File: config.mk
export PLATFORM = sky130hd
export DESIGN_NAME = aes_request_arbiter
export DESIGN_NICKNAME = d
export VERILOG_FILES = /design/src/rtl/aes_pkg.sv /design/src/rtl/rr_arbiter.sv /design/src/rtl/aes_request_arbiter.sv
export SDC_FILE = /design/constraint.sdc
export NUM_CORES = 1
export LEC_CHECK = 0
export ABC_AREA = 1
export CORE_AREA = 10 10 400 402
export DETAILED_ROUTE_END_ITERATION = 7
export DIE_AREA = 0 0 410 412
export DONT_BUFFER_PORTS = 1
export HOLD_SLACK_MARGIN = 0.06
export PLACE_DENSITY = 0.37
export SETUP_SLACK_MARGIN = 0.3
export SLEW_MARGIN = 0
export SYNTH_ARGS = -nofsm -noshare
export SYNTH_HDL_FRONTEND = slang
export SYNTH_SLANG_ARGS = --single-unit
File: constraint.sdc
create_clock -name clk -period 3.7 [get_ports clk]
set_input_delay 0.37 -clock clk [delete_from_list [all_inputs] [get_ports clk]]
set_output_delay 0.37 -clock clk [all_outputs]
set_load 0.01 [all_outputs]
File: src/rtl/aes_pkg.sv
`default_nettype none
// ============================================================================
// Module      : aes_pkg
// Description : Shared types and constants for the AES request arbiter.
// Revision    : 1.0 - initial release
// ============================================================================
package aes_pkg;

  // Arbiter FSM states
  typedef enum logic [1:0] {
    IDLE = 2'd0,
    LOAD = 2'd1,
    WAIT = 2'd2,
    RESP = 2'd3
  } arb_state_t;

  // Nominal aes_core load-to-done latency in cycles
  localparam int AES_CORE_LATENCY = 88;

  // Width of an index into n requesters (at least one bit)
  function automatic int idx_width(input int n);
    return (n > 1) ? $clog2(n) : 1;
  endfunction

endpackage
`default_nettype wire

File: src/rtl/rr_arbiter.sv
`default_nettype none
// ============================================================================
// Module      : rr_arbiter
// Description : Combinational round-robin pick: first set request bit at or
//               above ptr, wrapping modulo N.
// Revision    : 1.0 - initial release
// ============================================================================
module rr_arbiter
  import aes_pkg::*;
#(
  parameter int N = 2,
  parameter int IW = idx_width(N)
) (
  input  logic [N-1:0]  req,
  input  logic [IW-1:0] ptr,
  output logic [IW-1:0] grant,
  output logic          any
);

  localparam logic [IW:0] C_N = N[IW:0];

  logic [2*N-1:0] w_dbl;
  logic [2*N-1:0] w_sh;
  logic [N-1:0]   w_rot;
  logic [IW-1:0]  w_off;
  logic [IW:0]    w_sum;

  // Rotate requests so that bit 0 corresponds to the requester at ptr
  assign w_dbl = {req, req};
  assign w_sh  = w_dbl >> ptr;
  assign w_rot = w_sh[N-1:0];

  // Lowest set bit of the rotated vector is the distance from ptr to the grant
  always_comb begin
    w_off = '0;
    for (int k = N - 1; k >= 0; k--) begin
      if (w_rot[k]) w_off = IW'(k);
    end
  end

  // Undo the rotation modulo N
  always_comb begin
    w_sum = {1'b0, ptr} + {1'b0, w_off};
    if (w_sum >= C_N) grant = IW'(w_sum - C_N);
    else              grant = w_sum[IW-1:0];
  end

  assign any = |req;

endmodule
`default_nettype wire

File: src/rtl/aes_request_arbiter.sv
`default_nettype none
// ============================================================================
// Module      : aes_request_arbiter
// Description : Shares one aes_core among N requesters. Round-robin grant,
//               one-cycle core load, watchdog on core done, and a valid/ready
//               response carrying ciphertext or a timeout error.
// Revision    : 1.0 - initial release
// ============================================================================
module aes_request_arbiter
  import aes_pkg::*;
#(
  parameter int N       = 2,
  parameter int TIMEOUT = 255
) (
  input  logic             clk,
  input  logic             reset_n,
  input  logic [N-1:0]     req,
  input  logic [N*128-1:0] req_key,
  input  logic [N*128-1:0] req_plaintext,
  output logic [N-1:0]     req_ack,
  output logic [N-1:0]     rsp_valid,
  input  logic [N-1:0]     rsp_ready,
  output logic [127:0]     rsp_ciphertext,
  output logic             rsp_error,
  output logic             busy,
  output logic             core_load,
  output logic             core_reset,
  output logic [127:0]     core_key,
  output logic [127:0]     core_plaintext,
  input  logic             core_done,
  input  logic [127:0]     core_ciphertext
);

  localparam int              IW        = idx_width(N);
  localparam int              CW        = $clog2(TIMEOUT);
  localparam logic [IW-1:0]   C_LAST    = IW'(N - 1);
  localparam logic [CW-1:0]   C_TO_LAST = CW'(TIMEOUT - 1);
  localparam logic [N-1:0]    C_ONE     = 1;

  arb_state_t     state_q;
  logic [IW-1:0]  ptr_q;
  logic [IW-1:0]  grant_q;
  logic [127:0]   key_q;
  logic [127:0]   pt_q;
  logic [127:0]   ct_q;
  logic           err_q;
  logic [CW-1:0]  cnt_q;

  logic [IW-1:0]  w_grant;
  logic           w_any;
  logic           w_timeout;

  rr_arbiter #(
    .N  (N),
    .IW (IW)
  ) u_rr (
    .req   (req),
    .ptr   (ptr_q),
    .grant (w_grant),
    .any   (w_any)
  );

  // Watchdog fires on the last allowed WAIT cycle unless done arrives with it
  assign w_timeout = (state_q == WAIT) && !core_done && (cnt_q == C_TO_LAST);

  // Arbiter FSM, datapath capture and watchdog counter
  always_ff @(posedge clk or negedge reset_n) begin
    if (!reset_n) begin
      state_q <= IDLE;
      ptr_q   <= '0;
      grant_q <= '0;
      key_q   <= '0;
      pt_q    <= '0;
      ct_q    <= '0;
      err_q   <= 1'b0;
      cnt_q   <= '0;
    end else begin
      case (state_q)
        IDLE: begin
          if (w_any) begin
            grant_q <= w_grant;
            key_q   <= req_key[128*w_grant +: 128];
            pt_q    <= req_plaintext[128*w_grant +: 128];
            state_q <= LOAD;
          end
        end
        LOAD: begin
          // done may linger from the previous operation; it is not looked at here
          cnt_q   <= '0;
          state_q <= WAIT;
        end
        WAIT: begin
          cnt_q <= cnt_q + 1'b1;
          if (core_done) begin
            ct_q    <= core_ciphertext;
            err_q   <= 1'b0;
            state_q <= RESP;
          end else if (w_timeout) begin
            ct_q    <= '0;
            err_q   <= 1'b1;
            state_q <= RESP;
          end
        end
        RESP: begin
          if (rsp_ready[grant_q]) begin
            ptr_q   <= (grant_q == C_LAST) ? '0 : grant_q + 1'b1;
            state_q <= IDLE;
          end
        end
        default: state_q <= IDLE;
      endcase
    end
  end

  // Output decode; the ack is masked during reset so every output stays 0
  always_comb begin
    req_ack        = (reset_n && state_q == IDLE && w_any) ? (C_ONE << w_grant) : '0;
    rsp_valid      = (state_q == RESP) ? (C_ONE << grant_q) : '0;
    rsp_ciphertext = (state_q == RESP) ? ct_q : '0;
    rsp_error      = (state_q == RESP) ? err_q : 1'b0;
    busy           = (state_q != IDLE);
    core_load      = (state_q == LOAD);
    core_reset     = !reset_n || w_timeout;
    core_key       = key_q;
    core_plaintext = pt_q;
  end

endmodule
`default_nettype wire

==> out/metrics.cfg <==
[pwr]
irDropWorstVdd_mv=0.497
p_int_mw=12.9
swShare=0.442
p_sw_mw=10.3
pwr-share-seq=0.398
combPwrFrac=0.374
p_leak_nw=15.5
pwr-share-clk=0.228
pwr_density_cell_nw_per_um2=756

[detailed_routing]
via_count=21049
remaining_drc_errors=0
wl_per_cell_um=21.1
ant_nets=0
vias_per_cell=3.85
wirelength_mm=115
drt_iter0_drc=1757
first_pass_iters=5

[worst_hold_path]
hp-class=input port to async pin

[logic_synthesis]
synth_edf_count=0
mappedNetlistNets=3520
syn_inst=2866
avgSynthCellArea_sq_um=7.26
synth-seq-area-share=0.477
ys_ff_latch=397
ys_warn_count=0
async_flop_share=1.00
ys_types=22
netlist_area_sq_um=20800
synth-main-ff-cell=dfrtp_1

[floorplan]
rows=143
die_width_um=410
die_area_sq_um=169000
start_util=0.137
fp.dieH_um=412
ios=1039
core_area_sq_um=152000

[sta]
rsz0062_at_grt=no
timing.fmax_ghz=0.322
fin_crit_sh=0.839
period_minus_slack_ns=3.10
hold_ws_ns=-0.540
tightest_slew_ns=1.41
slew-limit-headroom=0.0570
fin_worst_skew_ns=0.0197
slew_violations=0
tns_ns=0
setup_violations=0
final_hold_viol_count=397

[global_routing]
grt_overflow_total=0
grt_pass1_wl_mm=162
grt_max_degree=400
grtUsageTotal=0.129
grt_pass1_vias=21573
antenna_found_initial=33

[final_layout]
finalNetCount=4026
area_delta_synth_final_pct=47.6
fin_area_sq_um=30700
layout-drive-gt1-share=0.0437
most-common-layout-cells=nand2_1, dlygate4sd3_1, inv_1
final_common_cell=nand2_1

[clock_network]
clock-sinks=397
post-cts-setup-buffers=0
root_buffer=clkbuf_16
cts_max_level=2
clock_path_buffers=3
cts_tree=built
clk_pin_slew_ns=0.06
hold_buffers=577
cts_inserted_buffers=53
clk_latency_ns=0.64

[status]
outcome=finished with violations
violations=negative hold slack

[critical_path]
crit_path_start_kind=flip-flop
endpoint_kind=output port
cp_cell_sequence=inv_1, ha_2, inv_1, nor2_4, buf_4, nand3_1, nor2_1
cp_common_cell=inv_1
r2r-start=state_q[0]
worstSetupPathType=flip-flop to output port
worstPathArrival_ns=2.73
critPathLaunch=state_q[0]
crit_fanout=26
cp_top_family=simple AND/OR/NAND/NOR gates
slowest_delay_ns=0.43
cpMaxStageDelayCell=dfrtp_1
critPathBufInv=3
cp.required_ns=3.33

[placement]
dp_hpwl_mm=86.6
place.port_buffers=0
dpl_cell_area_sq_um=23100
gp_congestion=0.933

[flow_run]
max_cap_viol_count=0

==> worst reg2reg max path, cell delays in order (launching register included) <==
cell and delay [ns]:
dfrtp_1 0.43, inv_1 0.13, ha_2 0.29, inv_1 0.13, nor2_4 0.24, buf_4 0.35
buf_4 0.55, nand3_1 0.23, dlygate4sd3_1 0.60, nand2_1 0.06
==> layout make-up <==
class / instances / area [sq um]
Fill cell: 17108 / 121000
Sequential cell: 397 / 9930
Clock inverter: 15 / 208
Antenna cell: 19 / 47.5
Clock buffer: 80 / 1540
Inverter: 407 / 1540
Multi-Input combinational cell: 1878 / 8490
Timing Repair Buffer: 635 / 6420
Tap cell: 2030 / 2540
==> Yosys cell counts, drive strengths merged, types with 2 or more instances <==
| cell | instances | area share |
|---|---|---|
| clkbuf | 67 | 0.012 |
| dfrtp | 397 | 0.48 |
| nor2 | 15 | 0.0029 |
| nand3b | 256 | 0.092 |
| and3 | 2 | 0.00060 |
| a21oi | 4 | 0.00096 |
| ha | 7 | 0.0042 |
| nand2 | 1317 | 0.24 |
| o21ai | 7 | 0.0019 |
| nor3 | 3 | 0.00072 |
| buf | 117 | 0.032 |
| inv | 407 | 0.073 |
| nand3 | 264 | 0.063 |
==> worst paths after layout <==
path	to	slack, ns	cells after the start
worst max-delay path	req_ack[1]	0.60	7
worst max register to register	core_key[12]	0.63	9
min in group clk	core_plaintext[117]	0.11	4
worst min register to register	ct_q[61]	0.47	2
worst min-delay path	ct_q[87]	-0.54	0
max in group asynchronous	core_key[120]	3.12	0
==> through the flow <==
| step | utilization | hold WS [ns] | setup WS [ns] | total power [mW] | cells |
|---|---|---|---|---|---|
| floorplan | - | 0.0744 | 1.89 | 13.3 | 2866 |
| global placement | 0.153 | 0.0948 | 0.883 | 16.9 | 4770 |
| detailed placement | 0.153 | 0.0920 | 0.878 | 16.9 | 4770 |
| CTS | 0.202 | -0.634 | 0.408 | 23.7 | 5442 |
| global route | 0.203 | -0.604 | 0.349 | 25.0 | 5457 |
| finish | 0.203 | -0.540 | 0.597 | 23.2 | 5461 |
==> power groups by stage <==
stage / clock [mW] / combinational (mW) / sequential, mW
global route: 5.68 / 9.82 / 9.52
global placement: 0 / 7.44 / 9.45
floorplan: 0 / 5.12 / 8.15
finish: 5.30 / 8.67 / 9.24
detailed placement: 0 / 7.51 / 9.39
CTS: 5.53 / 8.84 / 9.36
==> state kept, by name (all words and copies together), names as in the netlist <==
register,cells
ptr_q,1
ct_q,128
grant_q,1
err_q,1
cnt_q,8
state_q,2
core_key,128
core_plaintext,128
==> per-layer routing <==
metal / share of wire / up-vias / GRT usage
met5: 0.00019 / - / 0
met2: 0.50 / 869 / 0.223
met1: 0.39 / 10320 / 0.153
met3: 0.079 / 172 / 0.0358
li1: - / 9684 / -
met4: 0.031 / 4 / 0.0420
==> what timing repair did <==
item                                    4_1_cts  5_1_grt
endpoints found under the hold margin       769      397
endpoints found under the setup margin        1        0
resized for setup                             1        0
==> cells by family (layout without fill, tap and decap cells) <==
| kind of cell | Yosys count | in the layout | share of synthesized area |
|---|---|---|---|
| compound gates | 12 | 12 | 0.00319 |
| buf+inv | 591 | 1137 | 0.117 |
| other cells | 0 | 19 | 0 |
| simple gates | 1859 | 1859 | 0.398 |
| flops | 397 | 397 | 0.477 |
| fa+ha+maj | 7 | 7 | 0.00421 |
No activity file was read; power rests on OpenSTA's default activity.
